File: src/rtl/lab1_idiv_pkg.sv
// Shared types and helpers for the lab1 iterative integer divider.
package lab1_idiv_pkg;

    typedef enum logic [1:0] {
        IDLE = 2'd0,
        CALC = 2'd1,
        DONE = 2'd2
    } state_e;

    localparam int DEF_NBITS  = 32;
    localparam int ITER_CNT_W = $clog2(DEF_NBITS + 1);

    // Iteration counter must be able to hold the value NBITS itself.
    function automatic int cnt_width(input int nbits);
        return $clog2(nbits + 1);
    endfunction

endpackage

File: src/rtl/lab1_idiv_int_div_iter_if.sv
// Request/response val-rdy streams of the iterative divider.
interface lab1_idiv_int_div_iter_if #(
    parameter int NBITS = 32
) ();

    logic               istream_val;
    logic               istream_rdy;
    logic [2*NBITS-1:0] istream_msg;
    logic               ostream_val;
    logic               ostream_rdy;
    logic [2*NBITS-1:0] ostream_msg;

    modport slave (
        input  istream_val, istream_msg, ostream_rdy,
        output istream_rdy, ostream_val, ostream_msg
    );

    modport master (
        output istream_val, istream_msg, ostream_rdy,
        input  istream_rdy, ostream_val, ostream_msg
    );

endinterface

File: src/rtl/lab1_idiv_int_div_dpath.sv
// Divider datapath: operand magnitudes, restoring shift/subtract step, signed result fix-up.
// Optional leading-zero skip is enabled with LAB1_IDIV_SKIP_EN.
module lab1_idiv_int_div_dpath
    import lab1_idiv_pkg::*;
#(
    parameter int NBITS  = 32,
    parameter bit SIGNED = 1'b0,
    parameter int CW     = cnt_width(NBITS)
) (
    input  logic               clk,
    input  logic               reset,
    input  logic               load_i,
    input  logic               step_i,
    input  logic               done_i,
    input  logic [CW-1:0]      cnt_i,
    input  logic [NBITS-1:0]   a_i,
    input  logic [NBITS-1:0]   b_i,
    output logic               last_iter_o,
    output logic [2*NBITS-1:0] res_o
);

    logic [NBITS:0]     rem_q;
    logic [NBITS-1:0]   quo_q, bmag_q, a_q;
    logic               negq_q, negr_q, bzero_q;
    logic [CW-1:0]      iters_q;
    logic [2*NBITS-1:0] res_q;

    logic               a_neg_s, b_neg_s;
    logic [NBITS-1:0]   a_mag_s, b_mag_s, a_init_s;
    logic [CW-1:0]      iters_s;
    logic [NBITS+1:0]   rem_sh_s;
    logic [NBITS:0]     rem_nx_s;
    logic [NBITS-1:0]   quo_nx_s, q_fin_s, r_fin_s;

`ifdef LAB1_IDIV_SKIP_EN
    function automatic logic [CW-1:0] lzc(input logic [NBITS-1:0] v);
        logic [CW-1:0] n;
        logic          hit;
        n   = {CW{1'b0}};
        hit = 1'b0;
        for (int i = NBITS - 1; i >= 0; i--) begin
            hit = hit | v[i];
            if (!hit) n = n + CW'(1);
            else      n = n;
        end
        return n;
    endfunction
`endif

    // Operand magnitudes and iteration count captured at accept
    always_comb begin
        a_neg_s = SIGNED & a_i[NBITS-1];
        b_neg_s = SIGNED & b_i[NBITS-1];
        a_mag_s = a_neg_s ? ({NBITS{1'b0}} - a_i) : a_i;
        b_mag_s = b_neg_s ? ({NBITS{1'b0}} - b_i) : b_i;
`ifdef LAB1_IDIV_SKIP_EN
        if ((a_mag_s == {NBITS{1'b0}}) || (b_i == {NBITS{1'b0}})) begin
            iters_s  = CW'(1);
            a_init_s = a_mag_s;
        end else begin
            iters_s  = CW'(NBITS) - lzc(a_mag_s);
            a_init_s = a_mag_s << lzc(a_mag_s);
        end
`else
        iters_s  = CW'(NBITS);
        a_init_s = a_mag_s;
`endif
    end

    // One restoring step plus sign correction of the would-be final values
    always_comb begin
        rem_sh_s = {rem_q, quo_q[NBITS-1]};
        if (rem_sh_s >= {2'b00, bmag_q}) begin
            rem_nx_s = rem_sh_s[NBITS:0] - {1'b0, bmag_q};
            quo_nx_s = {quo_q[NBITS-2:0], 1'b1};
        end else begin
            rem_nx_s = rem_sh_s[NBITS:0];
            quo_nx_s = {quo_q[NBITS-2:0], 1'b0};
        end
        q_fin_s = negq_q ? ({NBITS{1'b0}} - quo_nx_s) : quo_nx_s;
        r_fin_s = negr_q ? ({NBITS{1'b0}} - rem_nx_s[NBITS-1:0]) : rem_nx_s[NBITS-1:0];
    end

    // Operand and partial remainder/quotient registers
    always_ff @(posedge clk) begin
        if (!reset) begin
            rem_q   <= {(NBITS+1){1'b0}};
            quo_q   <= {NBITS{1'b0}};
            bmag_q  <= {NBITS{1'b0}};
            a_q     <= {NBITS{1'b0}};
            negq_q  <= 1'b0;
            negr_q  <= 1'b0;
            bzero_q <= 1'b0;
            iters_q <= {CW{1'b0}};
        end else if (load_i) begin
            rem_q   <= {(NBITS+1){1'b0}};
            quo_q   <= a_init_s;
            bmag_q  <= b_mag_s;
            a_q     <= a_i;
            negq_q  <= a_neg_s ^ b_neg_s;
            negr_q  <= a_neg_s;
            bzero_q <= (b_i == {NBITS{1'b0}});
            iters_q <= iters_s;
        end else if (step_i) begin
            rem_q <= rem_nx_s;
            quo_q <= quo_nx_s;
        end
    end

    // Result register; divide-by-zero answer is forced rather than computed
    always_ff @(posedge clk) begin
        if (!reset) begin
            res_q <= {(2*NBITS){1'b0}};
        end else if (done_i) begin
            res_q <= bzero_q ? {{NBITS{1'b1}}, a_q} : {q_fin_s, r_fin_s};
        end
    end

    assign last_iter_o = (cnt_i == (iters_q - CW'(1)));
    assign res_o       = res_q;

endmodule

File: src/rtl/lab1_idiv_int_div_iter.sv
// Iterative restoring integer divider (control FSM + iteration counter).
// Define LAB1_IDIV_SKIP_EN to skip the leading-zero iterations of the dividend.
module lab1_idiv_int_div_iter
    import lab1_idiv_pkg::*;
#(
    parameter int NBITS  = 32,
    parameter bit SIGNED = 1'b0
) (
    input  logic clk,
    input  logic reset,
    lab1_idiv_int_div_iter_if.slave io
);

    localparam int CW = cnt_width(NBITS);

    state_e             state_q, state_d;
    logic [CW-1:0]      cnt_q, cnt_d;
    logic               load_s, step_s, done_s, last_iter_s, in_rdy_s;
    logic [2*NBITS-1:0] res_s;

    assign in_rdy_s = (state_q == IDLE) & reset;

    // State and iteration counter registers
    always_ff @(posedge clk) begin
        if (!reset) begin
            state_q <= IDLE;
            cnt_q   <= {CW{1'b0}};
        end else begin
            state_q <= state_d;
            cnt_q   <= cnt_d;
        end
    end

    // Next-state and datapath control
    always_comb begin
        state_d = state_q;
        cnt_d   = cnt_q;
        load_s  = 1'b0;
        step_s  = 1'b0;
        done_s  = 1'b0;
        case (state_q)
            IDLE: begin
                if (io.istream_val && in_rdy_s) begin
                    state_d = CALC;
                    cnt_d   = {CW{1'b0}};
                    load_s  = 1'b1;
                end else begin
                    state_d = IDLE;
                end
            end
            CALC: begin
                step_s = 1'b1;
                if (last_iter_s) begin
                    state_d = DONE;
                    cnt_d   = {CW{1'b0}};
                    done_s  = 1'b1;
                end else begin
                    cnt_d = cnt_q + CW'(1);
                end
            end
            DONE: begin
                if (io.ostream_rdy) state_d = IDLE;
                else                state_d = DONE;
            end
            default: begin
                state_d = IDLE;
            end
        endcase
    end

    lab1_idiv_int_div_dpath #(
        .NBITS  (NBITS),
        .SIGNED (SIGNED),
        .CW     (CW)
    ) u_dpath (
        .clk         (clk),
        .reset       (reset),
        .load_i      (load_s),
        .step_i      (step_s),
        .done_i      (done_s),
        .cnt_i       (cnt_q),
        .a_i         (io.istream_msg[2*NBITS-1:NBITS]),
        .b_i         (io.istream_msg[NBITS-1:0]),
        .last_iter_o (last_iter_s),
        .res_o       (res_s)
    );

    assign io.istream_rdy = in_rdy_s;
    assign io.ostream_val = (state_q == DONE) & reset;
    assign io.ostream_msg = res_s;

endmodule

File: src/flat_wrapper.sv
// flat-port wrapper written by rule: the top's interface ports become plain ports
module lab1_idiv_int_div_iter_flat import lab1_idiv_pkg::*;
#(
    parameter int NBITS  = 32,
    parameter bit SIGNED = 1'b0
)
  (clk, reset, io_istream_val, io_istream_msg, io_ostream_rdy, io_istream_rdy, io_ostream_val, io_ostream_msg);
  lab1_idiv_int_div_iter_if #(.NBITS(NBITS)) io_i ();
  input  logic clk;
  input  logic reset;
  input wire logic [$bits(io_i.istream_val)-1:0] io_istream_val;
  input wire logic [$bits(io_i.istream_msg)-1:0] io_istream_msg;
  input wire logic [$bits(io_i.ostream_rdy)-1:0] io_ostream_rdy;
  output wire logic [$bits(io_i.istream_rdy)-1:0] io_istream_rdy;
  output wire logic [$bits(io_i.ostream_val)-1:0] io_ostream_val;
  output wire logic [$bits(io_i.ostream_msg)-1:0] io_ostream_msg;
  assign io_i.istream_val = io_istream_val;
  assign io_i.istream_msg = io_istream_msg;
  assign io_i.ostream_rdy = io_ostream_rdy;
  assign io_istream_rdy = io_i.istream_rdy;
  assign io_ostream_val = io_i.ostream_val;
  assign io_ostream_msg = io_i.ostream_msg;
  lab1_idiv_int_div_iter #(.NBITS(NBITS), .SIGNED(SIGNED)) u_core (.clk(clk), .reset(reset), .io(io_i));
endmodule
File: config.mk
export PLATFORM = sky130hd
export DESIGN_NAME = lab1_idiv_int_div_iter_flat
export DESIGN_NICKNAME = d
export VERILOG_FILES = /design/src/rtl/lab1_idiv_pkg.sv /design/src/rtl/lab1_idiv_int_div_iter_if.sv /design/src/rtl/lab1_idiv_int_div_dpath.sv /design/src/rtl/lab1_idiv_int_div_iter.sv /design/src/flat_wrapper.sv
export SDC_FILE = /design/constraint.sdc
export NUM_CORES = 1
export LEC_CHECK = 0
export BUFFER_PORTS_ARGS = -buffer_cell sky130_fd_sc_hd__buf_2
export CAP_MARGIN = 20
export CORE_MARGIN = 8
export CORE_UTILIZATION = 60
export CTS_BUF_LIST = sky130_fd_sc_hd__clkbuf_8
export CTS_CLUSTER_SIZE = 24
export DETAILED_ROUTE_END_ITERATION = 12
export PLACE_DENSITY = 0.84
export SLEW_MARGIN = 20
export SYNTH_ARGS = -nofsm -noshare
export SYNTH_HDL_FRONTEND = slang
export SYNTH_SLANG_ARGS = --single-unit
File: constraint.sdc
create_clock -name clk -period 3.8 [get_ports clk]
set_input_delay 0.38 -clock clk [delete_from_list [all_inputs] [get_ports clk]]
set_output_delay 0.38 -clock clk [all_outputs]
set_load 0.005 [all_outputs]
# Word-level counts from Yosys, hierarchy flattened
# Cells that the tools add are included.
totals:
  register_bits: 203
  inputBits: 68
  elab_cells: 45
classes:
  add_sub_neg: 3
  order_cmp: 1
  n_eq_ne: 5
  mux: 17
  bitwise_logic: 3
  n_reduce_logical: 7
op_table:
  columns: ["cell", "n"]
  rows:
  - ["two-way mux 32 bit", 2]
  - ["two-way mux 64 bit", 1]
  - ["greater-or-equal comparator 34 x 32 -> 1 bit", 1]
  - ["two-way mux 33 bit", 1]
  - ["subtractor 33 x 32 -> 33 bit", 1]
  - ["logical NOT 32 bit", 1]
  - ["two-way mux 6 bit", 2]
  - ["one-hot mux 6 bit (2 select lines)", 1]
  - ["two-way mux 1 bit", 7]
  - ["adder 6 x 1 -> 6 bit, second input constant", 1]
  - ["== test 6 bit", 1]
  - ["one-hot mux 2 bit (3 select lines)", 1]
  - ["subtractor 6 x 1 -> 6 bit, second input constant", 1]
  - ["two-way mux 2 bit", 2]
  - ["nonzero test 2 bit", 2]
  - ["bitwise AND 1 bit", 2]
  - ["== test 2 x 1 -> 1 bit, second input constant", 1]
  - ["== test 2 bit, second input constant", 1]
  - ["logical NOT 2 bit", 1]
  - ["!= test 2 x 1 -> 1 bit, second input constant", 1]
  - ["!= test 2 bit, second input constant", 1]
  - ["AND reduction 2 bit", 1]
  - ["OR reduction 2 bit", 1]
  - ["logical AND 1 bit", 1]
  - ["NOT 1 bit", 1]

# Logic depth before layout (Yosys ltp)
logic_depth:
  word_depth: 6
  mapped_depth: 13
  ltp_nobuf: 12

# By module
# A second synthesis with hierarchy kept.
unflattened:
  cells_unflattened: 1224
  area_unflattened_um2: 10219.8
by_module_without_submodules:
  columns: ["mod", "n_inst", "cells_per_inst", "area_per_inst_um2"]
  rows:
  - ["lab1_idiv_int_div_dpath", 1, 1176, 9788.1]
  - ["lab1_idiv_int_div_iter", 1, 48, 431.7]

# Worst setup path after synthesis
# No wires, ideal clock.
synth_path:
  kind: "reg2reg"
  from: "register u_core.u_dpath.quo_q[31]"
  to: "register u_core.u_dpath.res_q[21], in the netlist u_core.u_dpath.res_o[21]"
  setup_ns: 0.122
  arrival_ns: 2.811
  setup_slack_ns: 0.867
  path_stages_with_launch: 14
  path_cell_list: "dfxtp_1 -> inv_1 -> ha_1 -> inv_1 -> fa_1 -> a21o_1 -> a221o_1 -> a21oi_1 -> o311a_4 -> a211o_2 -> nand2_2 -> buf_4 -> a211oi_1 -> o21ai_1"
synth_via:
  elab_chain_len: 3
synth_lines:
  columns: ["element", "line", "rtl"]
  rows:
  - ["start: declaration", "lab1_idiv_int_div_dpath.sv:23", "logic [NBITS-1:0] quo_q, bmag_q, a_q;"]
  - ["start signal: assignment", "lab1_idiv_int_div_dpath.sv:88", "quo_q <= {NBITS{1'b0}};"]
  - ["start signal: assignment", "lab1_idiv_int_div_dpath.sv:97", "quo_q <= a_init_s;"]
  - ["start signal: assignment", "lab1_idiv_int_div_dpath.sv:106", "quo_q <= quo_nx_s;"]
  - ["subtractor 33 x 32 -> 33 bit or greater-or-equal comparator 34 x 32 -> 1 bit (tied branches)", "lab1_idiv_int_div_dpath.sv:74, lab1_idiv_int_div_dpath.sv:73", null]
  - ["two-way mux 33 bit (*)", "lab1_idiv_int_div_dpath.sv:73", "if (rem_sh_s >= {2'b00, bmag_q}) begin"]
  - ["two-way mux 64 bit (*)", "lab1_idiv_int_div_dpath.sv:115", "res_q <= bzero_q ? {{NBITS{1'b1}}, a_q} : {q_fin_s, r_fin_s};"]
  - ["end signal: assignment", "lab1_idiv_int_div_dpath.sv:113", "res_q <= {(2*NBITS){1'b0}};"]
  - ["end signal: assignment", "lab1_idiv_int_div_dpath.sv:115", null]
  - ["end: declaration", "lab1_idiv_int_div_dpath.sv:26", "logic [2*NBITS-1:0] res_q;"]
# Every way passes the cells marked *; elsewhere a longest branch is shown, timed or not.
# A chain may end at the register's enable or synchronous reset.

# Final worst setup path
# Ends and elaborated chain as after synthesis.

==> impl_metrics.env <==
export IMPL_tightestPinTransition_ns=1.01
export IMPL_crit_chain="inv_1 > ha_1 > inv_1 > fa_1 > a21o_1 > a221o_1 > a21oi_1 > o311a_4 > a211o_2 > nand2_2 > a211oi_1 > o21ai_1"
export IMPL_ir_worst_vdd_mv=0.327
export IMPL_n_antenna_cell=0
export IMPL_die_area_um2=21300
export IMPL_final_setup_viol_count=0
export IMPL_final_antenna_net_count=0
export IMPL_num_io_pins=134
export IMPL_syn_area_um2=10100
export IMPL_layout_commonest_cell="nand2_1"
export IMPL_gp_congestion=0.986
export IMPL_ctsResizeCount=0
export IMPL_crit_path_top_delay_cell="a211oi_1"
export IMPL_numCtsBuffers=35
export IMPL_worst_setup_path_type="flop to flop"
export IMPL_cts_tree="done"
export IMPL_grt_max_degree=93
export IMPL_synth_top_cell_area_share=0.401
export IMPL_synth_cell_types=66
export IMPL_critPathBufInv=2
export IMPL_max_cap_viol_count=0
export IMPL_chipHeight_um=146
export IMPL_rsz0062_at_grt="no"
export IMPL_dp_cells=1593
export IMPL_async_reset_ff_frac=0
export IMPL_synth_nets=1423
export IMPL_cts_root_buf="clkbuf_8"
export IMPL_synth_top_area_cell="dfxtp_1"
export IMPL_ys_seq_elements=203
export IMPL_syn_avg_cell_area_um2=7.67
export IMPL_num_rows=47
export IMPL_critical_path_top_delay_family="compound AO/OA/AOI/OAI gates"
export IMPL_synth_ff_type="dfxtp_1"
export IMPL_synth_seq_area_share=0.401
export IMPL_drtPass1Iterations=5
export IMPL_cp_max_fo=28
export IMPL_detailed_place_hpwl_um=22100
export IMPL_nets=1512
export IMPL_fin_util=0.697
export IMPL_fp_dieW_um=146
export IMPL_final_hold_viol_count=0
export IMPL_grt_pass1_vias=9752
export IMPL_final_cell_mix="nand2_1 (235), dfxtp_1 (202), a21oi_1 (134)"
export IMPL_yosys_top_cells_area="dfxtp_1 (40%), nand2_1 (8.7%), a21oi_1 (6.6%), nor3_1 (4.5%), ha_1 (4.1%)"
export IMPL_core_um2=16500
export IMPL_grt_usage=0.281
export IMPL_numPortBuffers=133
export IMPL_timing_fmax_ghz=0.279
export IMPL_clock_sinks=203
export IMPL_viasPerCell=6.14
export IMPL_insertion_delay_ns=0.52
export IMPL_powerDensity_nw_per_um2=525
export IMPL_synth_edf_count=0
export IMPL_period_minus_slack_ns=3.58
export IMPL_yosys_warnings=0
export IMPL_drt_iter0_drc=1019
export IMPL_overflow=0
export IMPL_grt_pass1_wl_um=49900
export IMPL_drc=0
export IMPL_drive_above_1_share=0.157
export IMPL_syn_inst=1321
export IMPL_antenna_found_initial=0
export IMPL_cts_max_level=2
export IMPL_vias=10100
export IMPL_wl_um=30800
export IMPL_power_leakage_nw=4.65
export IMPL_hp_class="input port to flop"
export IMPL_cts_hold_buf=0
export IMPL_skew_ns=0.0244
export IMPL_timing_hold_ws_ns=0.113
export IMPL_slew_limit_headroom=0.324
export IMPL_start_util=0.613
export IMPL_post_cts_buffers=0
export IMPL_clk_pin_slew_worst_paths_ns=0.06
export IMPL_max_stage_delay_ns=0.53
export IMPL_crit_arrival_ns=3.98
export IMPL_crit_path_start_kind="flop"
export IMPL_critPathRequiredTime_ns=4.20
export IMPL_cts_max_path_buffers=3
export IMPL_min_period_over_period=0.942
export IMPL_fin_setup_tns_ns=0
export IMPL_finalNonFillerCells=1652
export IMPL_worst_path_most_repeated_cell="inv_1"
export IMPL_routedWlPerCell_um=18.7
export IMPL_slew_violations=0
export IMPL_syn2layout_area_growth_pct=13.7
export IMPL_crit_path_end_kind="flop"
export IMPL_status="completed"
[final cells by class]
cell class | instances | area (um2)
clock buffer | 41 | 564
clock inverter | 18 | 133
timing repair buffer | 152 | 808
multi-input combinational | 971 | 5490
fill | 1392 | 5010
sequential | 203 | 4070
inverter | 47 | 179
tap | 220 | 275
[final timing paths]
| check | start | to | slack (ns) | depth (start not counted) |
|---|---|---|---|---|
| setup / recovery | u_core.u_dpath.quo_q[31] | u_core.u_dpath.res_o[21] | 0.22 | 12 |
| hold reg to reg | u_core.u_dpath.bmag_q[31] | u_core.u_dpath.bmag_q[31] | 0.45 | 2 |
| setup reg to reg | u_core.u_dpath.quo_q[31] | u_core.u_dpath.res_o[21] | 0.22 | 12 |
| hold / removal | io_istream_msg[3] | u_core.u_dpath.bmag_q[3] | 0.11 | 3 |
[through the flow]
stage	total power, mW	setup slack (ns)	cell area (um2)
6_report	6.05	0.219	11500
2_1_floorplan	3.59	0.867	10100
3_3_place_gp	4.02	0.484	10800
4_1_cts	6.03	0.288	11500
3_5_place_dp	4.04	0.355	10800
5_1_grt	6.32	0.0664	11500
[Yosys cell counts (30+ instances only)]
| cell type | count |
|---|---|
| o211ai_1 | 30 |
| nor2_1 | 78 |
| a21oi_1 | 134 |
| inv_1 | 46 |
| nand3_1 | 44 |
| a211oi_1 | 35 |
| dfxtp_1 | 203 |
| a31oi_1 | 50 |
| clkbuf_1 | 79 |
| nor3_1 | 92 |
| ha_1 | 33 |
| o21ai_0 | 53 |
| nand2_1 | 236 |
[worst reg2reg max path: stages, from the launching register on]
cell,delay (ns)
dfxtp_1,0.34
inv_1,0.07
ha_1,0.15
inv_1,0.05
fa_1,0.41
a21o_1,0.24
a221o_1,0.36
a21oi_1,0.43
o311a_4,0.28
a211o_2,0.15
nand2_2,0.33
a211oi_1,0.53
o21ai_1,0.12
[registers in the layout (all words and copies together) (netlist names)]
register,flops
u_core.u_dpath.bzero_q,1
u_core.u_dpath.res_o,64
u_core.u_dpath.iters_q,1
u_core.state_q,2
u_core.cnt_q,6
u_core.u_dpath.quo_q,32
u_core.u_dpath.bmag_q,32
u_core.u_dpath.rem_q,33
u_core.u_dpath.a_q,32
[where the power goes]
part / leakage (nW) / switching, mW / internal (mW) / total, mW
clock: 0.398 / 0.883 / 1.12 / 2.00
combinational: 2.60 / 1.14 / 0.630 / 1.77
sequential: 1.65 / 0.0700 / 2.21 / 2.28
total: 4.65 / 2.09 / 3.96 / 6.05
[per-layer routing]
metal | part of all wire | global-route usage | vias up | wire, um
li1 | - | - | 4897 | -
met1 | 0.42 | 0.364 | 4680 | 12900
met2 | 0.46 | 0.445 | 471 | 14200
met3 | 0.081 | 0.0525 | 94 | 2490
met4 | 0.039 | 0.129 | 0 | 1220
met5 | 0 | 0 | - | 0
[logic make-up (layout without fill, tap and decap cells)]
family                     count (synthesis)  count (layout)  synth area share
and+or+nand+nor                          529             529             0.236
muxes                                      1               1          0.000988
adders and majority gates                 34              34            0.0427
DFF                                      203             203             0.401
buffers and inverters                    147             258            0.0597
AOI/OAI and AO/OA                        385             385             0.240
xor gates and xnor gates                  22              22            0.0190
Note: power is estimated with default switching activity, not from simulation.
